[config.mk]
export PLATFORM = sky130hd
export DESIGN_NAME = ifetch
export DESIGN_NICKNAME = d
export VERILOG_FILES = /design/src/rtl/riscv_pkg.sv /design/src/rtl/fetch_fifo.sv /design/src/rtl/ifetch.sv
export SDC_FILE = /design/constraint.sdc
export NUM_CORES = 1
export LEC_CHECK = 0
export ABC_AREA = 1
export BUFFER_PORTS_ARGS = -buffer_cell sky130_fd_sc_hd__buf_2
export CORE_MARGIN = 2
export CORE_UTILIZATION = 60
export CTS_BUF_LIST = sky130_fd_sc_hd__clkbuf_8
export DETAILED_ROUTE_END_ITERATION = 8
export GPL_TIMING_DRIVEN = 0
export HOLD_SLACK_MARGIN = 0.12
export MAX_ROUTING_LAYER = met4
export PLACE_DENSITY = 0.83
export SYNTH_ARGS = -nofsm -noshare
export SYNTH_HDL_FRONTEND = slang
export SYNTH_HIERARCHICAL = 1
export SYNTH_SLANG_ARGS = --single-unit
[constraint.sdc]
create_clock -name clk -period 12.1 [get_ports clk]
set_input_delay 0.605 -clock clk [delete_from_list [all_inputs] [get_ports clk]]
set_output_delay 0.605 -clock clk [all_outputs]
set_load 0.01 [all_outputs]
[src/rtl/riscv_pkg.sv]
// -----------------------------------------------------------------------------
// riscv_pkg
//   Shared definitions for the corev2 front end.
//   XLEN             : architectural register / address width.
//   RESET_PC_DEFAULT : default first fetch address after reset.
//   fetch_entry_t    : one fetched instruction word together with its PC.
//   word_align()     : clears the byte-offset bits of an address.
// -----------------------------------------------------------------------------
package riscv_pkg;

   localparam int XLEN = 32;

   localparam logic [XLEN-1:0] RESET_PC_DEFAULT = 32'h0000_0000;

   typedef struct packed {
      logic [XLEN-1:0] instr;
      logic [XLEN-1:0] pc;
   } fetch_entry_t;

   // Masking keeps every input bit in use, so the helper is lint-quiet.
   function automatic logic [XLEN-1:0] word_align(input logic [XLEN-1:0] addr);
      return addr & ~XLEN'(3);
   endfunction

endpackage

[src/rtl/fetch_fifo.sv]
// -----------------------------------------------------------------------------
// fetch_fifo
//   Synchronous in-order FIFO with registered head, used both for the
//   instruction queue (fetch_entry_t) and for the PC side-queue (plain PCs).
//   Ports:
//     clk, reset_n      : clock, asynchronous active-low reset
//     clear_i           : drop all entries (wins over push/pop)
//     push_i, data_i    : write an entry (accepted when not full, or when
//                         a pop happens in the same cycle)
//     pop_i             : remove the head entry (ignored when empty)
//     data_o            : head entry
//     full_o, empty_o   : occupancy flags
//     count_o           : number of stored entries
// -----------------------------------------------------------------------------
module fetch_fifo
   import riscv_pkg::*;
#(
   parameter int  DEPTH = 2,
   parameter type T     = fetch_entry_t
) (
   input  logic                   clk,
   input  logic                   reset_n,
   input  logic                   clear_i,
   input  logic                   push_i,
   input  T                       data_i,
   input  logic                   pop_i,
   output T                       data_o,
   output logic                   full_o,
   output logic                   empty_o,
   output logic [$clog2(DEPTH):0] count_o
);

   localparam int AW = $clog2(DEPTH);
   localparam logic [AW:0] FULL_CNT = (AW+1)'(DEPTH);

   T              mem_q [DEPTH];
   logic [AW-1:0] wr_ptr_q, wr_ptr_d;
   logic [AW-1:0] rd_ptr_q, rd_ptr_d;
   logic [AW:0]   count_q,  count_d;
   logic          do_push,  do_pop;

   always_comb begin
      do_pop   = pop_i && (count_q != '0);
      // A full queue still accepts a write when the head leaves this cycle.
      do_push  = push_i && ((count_q != FULL_CNT) || do_pop);
      wr_ptr_d = wr_ptr_q;
      rd_ptr_d = rd_ptr_q;
      count_d  = count_q;
      if (clear_i) begin
         wr_ptr_d = '0;
         rd_ptr_d = '0;
         count_d  = '0;
      end else begin
         // DEPTH is a power of two, so pointers wrap naturally.
         if (do_push) wr_ptr_d = wr_ptr_q + AW'(1);
         if (do_pop)  rd_ptr_d = rd_ptr_q + AW'(1);
         count_d = count_q + (AW+1)'(do_push) - (AW+1)'(do_pop);
      end
   end

   always_ff @(posedge clk or negedge reset_n) begin
      if (!reset_n) begin
         wr_ptr_q <= '0;
         rd_ptr_q <= '0;
         count_q  <= '0;
      end else begin
         wr_ptr_q <= wr_ptr_d;
         rd_ptr_q <= rd_ptr_d;
         count_q  <= count_d;
      end
   end

   // Storage is data only; validity is tracked by the counters above.
   always_ff @(posedge clk) begin
      if (do_push && !clear_i) mem_q[wr_ptr_q] <= data_i;
   end

   assign data_o  = mem_q[rd_ptr_q];
   assign full_o  = (count_q == FULL_CNT);
   assign empty_o = (count_q == '0);
   assign count_o = count_q;

endmodule

[src/rtl/ifetch.sv]
// -----------------------------------------------------------------------------
// ifetch
//   corev2 instruction fetch stage. Owns the PC, issues word requests to
//   instruction memory (req/gnt/rvalid), buffers responses with their PCs and
//   hands them to the decoder over valid/ready. A flush restarts fetch at a
//   new PC and discards everything older.
//   Ports:
//     clk, reset_n                 : clock, asynchronous active-low reset
//     imem_req_o, imem_addr_o      : fetch request and word address
//     imem_gnt_i                   : request accepted this cycle
//     imem_rvalid_i, imem_rdata_i  : in-order response
//     flush_i, flush_pc_i          : redirect strobe and target
//     instr_v_o, instr_o, pc_o     : head instruction to decoder
//     instr_ready_i                : decoder consumes the head
// -----------------------------------------------------------------------------
module ifetch
   import riscv_pkg::*;
#(
   parameter logic [XLEN-1:0] RESET_PC = RESET_PC_DEFAULT,
   parameter int              DEPTH    = 2
) (
   input  logic            clk,
   input  logic            reset_n,
   output logic            imem_req_o,
   output logic [XLEN-1:0] imem_addr_o,
   input  logic            imem_gnt_i,
   input  logic            imem_rvalid_i,
   input  logic [XLEN-1:0] imem_rdata_i,
   input  logic            flush_i,
   input  logic [XLEN-1:0] flush_pc_i,
   output logic            instr_v_o,
   output logic [XLEN-1:0] instr_o,
   output logic [XLEN-1:0] pc_o,
   input  logic            instr_ready_i
);

   localparam int CW = $clog2(DEPTH) + 1;
   // Drops are not bounded by the credit window (several flushes can stack
   // up against a slow memory), so they get a wider counter.
   localparam int DW = 8;
   localparam logic [CW:0] DEPTH_C = (CW+1)'(DEPTH);

   logic            run_q,      run_d;
   logic [XLEN-1:0] fetch_pc_q, fetch_pc_d;
   logic [CW-1:0]   pend_q,     pend_d;
   logic [DW-1:0]   drop_q,     drop_d;

   logic            credit, req, grant, rsp_keep, rsp_drop;

   logic            q_push, q_pop, q_full, q_empty;
   fetch_entry_t    q_wdata, q_head;
   logic [CW-1:0]   q_count;

   logic            sq_push, sq_pop, sq_full, sq_empty;
   logic [XLEN-1:0] sq_head;
   logic [CW-1:0]   sq_count;

   always_comb begin
      // Credit counts buffered plus kept-in-flight words; a pop this cycle
      // only frees space for the next cycle.
      credit   = ({1'b0, q_count} + {1'b0, pend_q}) < DEPTH_C;
      req      = run_q && !flush_i && credit;
      grant    = req && imem_gnt_i;
      rsp_drop = imem_rvalid_i && (drop_q != '0);
      // With nothing kept in flight the side-queue is empty: stray data ignored.
      rsp_keep = imem_rvalid_i && (drop_q == '0) && !sq_empty;

      run_d      = 1'b1;
      fetch_pc_d = fetch_pc_q;
      pend_d     = pend_q;
      drop_d     = drop_q;

      if (flush_i) begin
         // Every response still owed becomes a drop, minus the one that
         // arrives (and is thrown away) right now.
         fetch_pc_d = word_align(flush_pc_i);
         pend_d     = '0;
         drop_d     = drop_q + DW'(pend_q) - DW'(rsp_drop || rsp_keep);
      end else begin
         if (grant) fetch_pc_d = fetch_pc_q + XLEN'(4);
         pend_d = pend_q + CW'(grant) - CW'(rsp_keep);
         drop_d = drop_q - DW'(rsp_drop);
      end

      q_push  = rsp_keep && !flush_i;
      q_pop   = !q_empty && instr_ready_i && !flush_i;
      q_wdata = '{instr: imem_rdata_i, pc: sq_head};

      sq_push = grant;
      sq_pop  = rsp_keep && !flush_i;
   end

   always_ff @(posedge clk or negedge reset_n) begin
      if (!reset_n) begin
         run_q      <= 1'b0;
         fetch_pc_q <= RESET_PC;
         pend_q     <= '0;
         drop_q     <= '0;
      end else begin
         run_q      <= run_d;
         fetch_pc_q <= fetch_pc_d;
         pend_q     <= pend_d;
         drop_q     <= drop_d;
      end
   end

   fetch_fifo #(
      .DEPTH (DEPTH),
      .T     (fetch_entry_t)
   ) u_instr_q (
      .clk     (clk),
      .reset_n (reset_n),
      .clear_i (flush_i),
      .push_i  (q_push),
      .data_i  (q_wdata),
      .pop_i   (q_pop),
      .data_o  (q_head),
      .full_o  (q_full),
      .empty_o (q_empty),
      .count_o (q_count)
   );

   // Holds the address of each kept request so the response can be tagged.
   fetch_fifo #(
      .DEPTH (DEPTH),
      .T     (logic [XLEN-1:0])
   ) u_pc_q (
      .clk     (clk),
      .reset_n (reset_n),
      .clear_i (flush_i),
      .push_i  (sq_push),
      .data_i  (fetch_pc_q),
      .pop_i   (sq_pop),
      .data_o  (sq_head),
      .full_o  (sq_full),
      .empty_o (sq_empty),
      .count_o (sq_count)
   );

   assign imem_req_o  = req;
   assign imem_addr_o = fetch_pc_q;
   assign instr_v_o   = !q_empty;
   // Storage is not reset, so present zeros whenever nothing is valid.
   assign instr_o     = q_empty ? '0 : q_head.instr;
   assign pc_o        = q_empty ? '0 : q_head.pc;

   a_no_orphan_rsp: assert property (@(posedge clk) disable iff (!reset_n)
      imem_rvalid_i |-> ((pend_q != '0) || (drop_q != '0)));

   a_pend_tracks_pcq: assert property (@(posedge clk) disable iff (!reset_n)
      pend_q == sq_count);

   a_no_q_overflow: assert property (@(posedge clk) disable iff (!reset_n)
      (q_push && q_full) |-> q_pop);

   a_no_pcq_overflow: assert property (@(posedge clk) disable iff (!reset_n)
      sq_push |-> !sq_full);

endmodule

; ---- Word level (Yosys, flattened, before mapping)
; Memory sizes are Yosys's and may differ from the RTL's.
; Cells that the tools add are included.
; W data, S select, Z words.
[totals]
mem_bits_rw = 192
n_memories = 2
regBits = 51
[op_classes]
add_sub_neg = 15
eq_ne = 2
reduce_logical = 32
order_cmp = 1
mux = 20
[mem_list]
columns = name, words, width, rd, rd_ports_with_merged_regs, write_ports, line_no
row1 = u_instr_q.mem_q, 2, 64, 1, 0, 1, fetch_fifo.sv:36  ; T mem_q [DEPTH];
row2 = u_pc_q.mem_q, 2, 32, 1, 0, 1, fetch_fifo.sv:36
[ops]
columns = cell, n
row1 = $mux W32, 4
row2 = $add A32 B3 Y32 const B, 1
row3 = $sub A8 B1 Y8, 2
row4 = $logic_and A1 B1 Y1, 15
row5 = $reduce_bool A2 Y1, 7
row6 = $mux W1, 12
row7 = $add A8 B2 Y8, 1
row8 = $logic_not A8 Y1, 1
row9 = $mux W8, 1
row10 = $reduce_bool A8 Y1, 1
row11 = $add A2 B1 Y2, 3
row12 = $mux W2, 3
row13 = $sub A2 B1 Y2, 3
row14 = $add A1 B1 Y1 const B, 4
row15 = $logic_not A2 Y1, 2
row16 = $ne A2 B2 Y1 const B, 2
row17 = $add A2 B2 Y3, 1
row18 = $logic_not A1 Y1, 3
row19 = $logic_or A1 B1 Y1, 3
row20 = $lt A3 B2 Y1 const B, 1

; ---- Depth between registers and ports, before layout
[depth]
word_depth = 10
ltp_mapped = 17

; ---- Modules after synthesis
; The synthesis kept the hierarchy.
[by_module_without_submodules]
columns = mod, instances, cells_each, area_per_inst_um2, seq_area_each_um2
row1 = fetch_fifo (u_instr_q), 1, 373, 4927.2, 3943.8
row2 = ifetch, 1, 642, 3865.0, 1026.0
row3 = fetch_fifo (u_pc_q), 1, 206, 2602.5, 2021.9

; ---- Worst setup path before layout
; No wires, ideal clock.
[synth_timing]
kind = input to register
startpoint = in flush_i
endpoint = mem u_instr_q/mem_q[1][0] in the netlist's numbering (enable)
n_path_buf = 2
slack_ns = 5.744
arrival_ns = 5.791
path_stages = 5
path_cell_list = buf_6 clkbuf_1 nor2_1 o21ai_2 nor3_1
[synth_lines]
columns = item, line_no
row1 = start: declaration, ifetch.sv:29  ; input logic flush_i,
row2 = $logic_not A1 Y1, ifetch.sv:85  ; q_push = rsp_keep && !flush_i;
row3 = $logic_and A1 B1 Y1, ifetch.sv:85
row4 = named net q_push, ifetch.sv:50  ; logic q_push, q_pop, q_full, q_empty;
row5 = $logic_and A1 B1 Y1, fetch_fifo.sv:45  ; do_push = push_i && ((count_q != FULL_CNT) || do_pop);
row6 = $logic_and A1 B1 Y1, fetch_fifo.sv:75  ; if (do_push && !clear_i) mem_q[wr_ptr_q] <= data_i;
row7 = $mux W1, fetch_fifo.sv:75
row8 = $mux W1 (implied by the code), fetch_fifo.sv:75
row9 = end: declaration, fetch_fifo.sv:36
; The timed path passes the listed nets, and every way through them passes these cells.

; ---- Worst setup path after layout
[layout_timing]
startpoint = reg drop_q[4]
endpoint = mem u_instr_q/mem_q[1][47] in the netlist's numbering (enable)
[layout_between]
elab_chain_len = 8
[layout_lines]
columns = item, line_no
row1 = start: declaration, ifetch.sv:46  ; logic [DW-1:0] drop_q, drop_d;
row2 = start signal: assignment, ifetch.sv:103  ; drop_q <= drop_d;
row3 = $logic_not A8 Y1, ifetch.sv:66  ; rsp_keep = imem_rvalid_i && (drop_q == '0) && !sq_empty;
row4 = $logic_and A1 B1 Y1 (2 in series), ifetch.sv:66
row5 = $logic_and A1 B1 Y1, ifetch.sv:85
row6 = named net q_push, ifetch.sv:50
row7 = $logic_and A1 B1 Y1, fetch_fifo.sv:45
row8 = $logic_and A1 B1 Y1, fetch_fifo.sv:75
row9 = $mux W1, fetch_fifo.sv:75
row10 = $mux W1 (implied by the code), fetch_fifo.sv:75
; The timed path passes the listed nets, and every way through them passes these cells.

==> summary.txt <==
Routing
  • Total iterations of the first detailed-routing run: 4
  • DRC violations left: 0
  • Antenna Violating Nets Remaining: 0
  • DR iter-0 viols: 537
  • Highest layer used for signal routing: met4
  • Total number of vias: 8707
  • Ratio of routed vias to standard cells: 5.12
  • DRT met1 WL: around 10 mm
  • Routed wl met2: 12.4 mm
  • Met3 wirelength from detailed routing: 1.84 mm
  • Detailed Route WL: 25.0 mm
  • Wire length per cell after detailed routing: 14.7 um

Pwr
  • Pwr Density: 140 nW/um2
  • Combinational fraction of design power: 15.7%
  • Switching power summed over all nets: 0.524 mW
  • Portion of total power attributed to sequential cells: 51.4%
  • Share of total power consumed by net switching: 28.0%
  • Power consumption: 1.87 mW
  • Clock network fraction of total power: 32.9%
  • Leakage power: 6.34 nW
  • Worst vdd ir: 0.000130 V
  • Int Power: 1.35 mW

Clock tree
  • Number of gates given a new drive strength after cts: 0
  • Post-CTS setup-driven buffer insertion count: 0
  • Num Clock Sinks: roughly 240
  • Clock buffers created by TritonCTS: 39
  • Worst skew pair latency: 530 ps
  • Cell chosen for the clock root: clkbuf_8
  • H-tree depth: 2
  • Worst-path clk slew: roughly 60 ps
  • CTS hold repair buffers: 0
  • Clock tree from TritonCTS: done
  • Worst-case clock buffer depth: 3

STA
  • Fin Setup TNS: 0 ps
  • Actual transition at the worst max-transition pin: 1190 ps
  • FMAX: 0.276 GHz
  • Setup violators final: 0
  • Slew headroom: 20.7%
  • Clock period minus worst slack: 3630 ps
  • Tcrit/Tclk final: 30.0%
  • Final count of pins violating max slew: 0
  • Setup Skew: 18.6 ps
  • Final hold violations: 0
  • RSZ-0062 raised after global routing: no
  • Final critical-path setup slack: between 8000 and 9000 ps

Final layout
  • Non-Filler Cell Area, Final: 13400 um2
  • Most frequent cells in the layout: 472 x nand2_1, 192 x edfxtp_1, 174 x inv_1
  • Most common cell after layout, fill and taps aside: nand2_1
  • Final #Nets: 1532
  • Fraction of layout instances using a drive strength above 1: 18.6%
  • Final antenna diode count: 0
  • Non-filler instance count after layout: approximately 1700
  • Area overhead of the layout relative to synthesis: 17.3%

Place
  • Routability-driven placement congestion ratio: around 0.90
  • Worst slack after detailed placement: 8230 ps
  • Count of port buffers added during placement: 163
  • Number of placed instances with taps included: 1630
  • Placed cell area: 12700 um2
  • DPL Wire Length: 17.9 mm

Die
  • Die area: 20100 um2
  • Y dimension of the die: between 100 and 150 um
  • Initial Utilization: 61.1%
  • I/O pins: approximately 170
  • Number of placement rows: 50
  • Core ar.: ~19000 um2
  • Die width: 142 um

Critical path
  • Critical Path Start: drop_q[4]
  • R2R cell count: 12
  • Worst Setup Path Type: reg2reg
  • Required time at the worst-slack endpoint: around 12000 ps
  • Type of destination of the critical path: flip-flop
  • Crit path arrival time: 3850 ps
  • Reg-to-reg critical path startpoint: drop_q[4]
  • Worst reg2reg endpoint: u_instr_q/mem_q[1][47]
  • Critical path capture point: u_instr_q/mem_q[1][47]
  • Max Fanout on Critical Path: 13
  • Kind of start point of the critical path: flip-flop
  • Register-to-register setup slack: 8470 ps

Job
  • # Max-Cap Violations: 0

Synthesis
  • Post-Syn Area: roughly 11000 um2
  • Mean post-synth cell area: 9.34 um2
  • Synth Warn #: 6
  • Post-synthesis instance total: 1219

Global routing
  • Via count of the first global-routing pass: 8221
  • Wire length of the first global-routing pass: 39.2 mm
  • Antenna violations before repair: 0
  • Total congestion overflow after global routing: 0
  • GRT Util Overall: 25.6%
  • Maximum number of pins on one net before global-route repair: 50

Outcome
  • Result of the run: completed

Worst hold path
  • Worst Hold Class: in2reg
  • Hold path startpoint: imem_rdata_i[17]
-- layout make-up --
type / instances / area, um2
Buffer: 39 / 275
Clock buffer: 41 / 564
Clock inverter: 28 / 109
Fill cell: 1377 / 5290
Inverter: 161 / 606
Multi-Input combinational cell: 783 / 3560
Sequential cell: 241 / 6990
Tap cell: 234 / 293
Timing Repair Buffer: 172 / 957
-- power groups by stage --
stage	Sequential, mW	Clock (mW)	Combinational [mW]
after floorplan	0.973	0	0.206
after global placement	0.977	0	0.279
after detailed placement	0.979	0	0.292
after CTS	0.962	0.629	0.295
after global routing	0.968	0.664	0.339
final	0.964	0.617	0.294
-- worst min-delay path by stage --
stage / slack (ps) / to / depth (start not counted)
floorplan: 310 / drop_q[0] / 0
global placement: 510 / u_instr_q/mem_q[0][24] / 2
detailed placement: 530 / u_instr_q/mem_q[0][24] / 2
CTS: 250 / u_instr_q/mem_q[0][49] / 1
global route: 260 / u_instr_q/mem_q[1][40] / 1
finish: 270 / u_instr_q/mem_q[0][49] / 1
-- critical path, cell delays in order (launching register included) --
cell and delay [ps]:
dfrtp_1 380, inv_1 180, ha_1 220, nand4_1 110, inv_1 110, nand2_1 70, nor2_1 520, o21ai_2 220
nor3_2 720, buf_6 270, buf_6 190, buf_8 170, buf_6 170
-- routing by layer --
metal	up-vias	track usage, %
li1	4293	-
met1	4033	31.0
met2	331	43.3
met3	50	4.79
met4	0	9.63
met5	-	-
-- state kept, by name (all words and copies together) (netlist names) --
signal / flops
run_q: 1
u_instr_q/rd_ptr_q: 1
imem_addr_o: 30
u_instr_q/mem_q: 128
u_instr_q/wr_ptr_q: 1
u_pc_q/wr_ptr_q: 1
drop_q: 8
u_pc_q/count_o: 2
u_instr_q/count_o: 2
u_pc_q/mem_q: 64
pend_q: 2
u_pc_q/rd_ptr_q: 1
-- metrics by stage --
| stage | hold slack (ps) | util, % |
|---|---|---|
| 2_1_floorplan | 309 | - |
| 3_3_place_gp | 511 | 67.1 |
| 3_5_place_dp | 529 | 68.0 |
| 4_1_cts | 246 | 71.6 |
| 5_1_grt | 258 | 71.6 |
| 6_report | 269 | 71.6 |
Note: power is estimated with default switching activity, not from simulation.
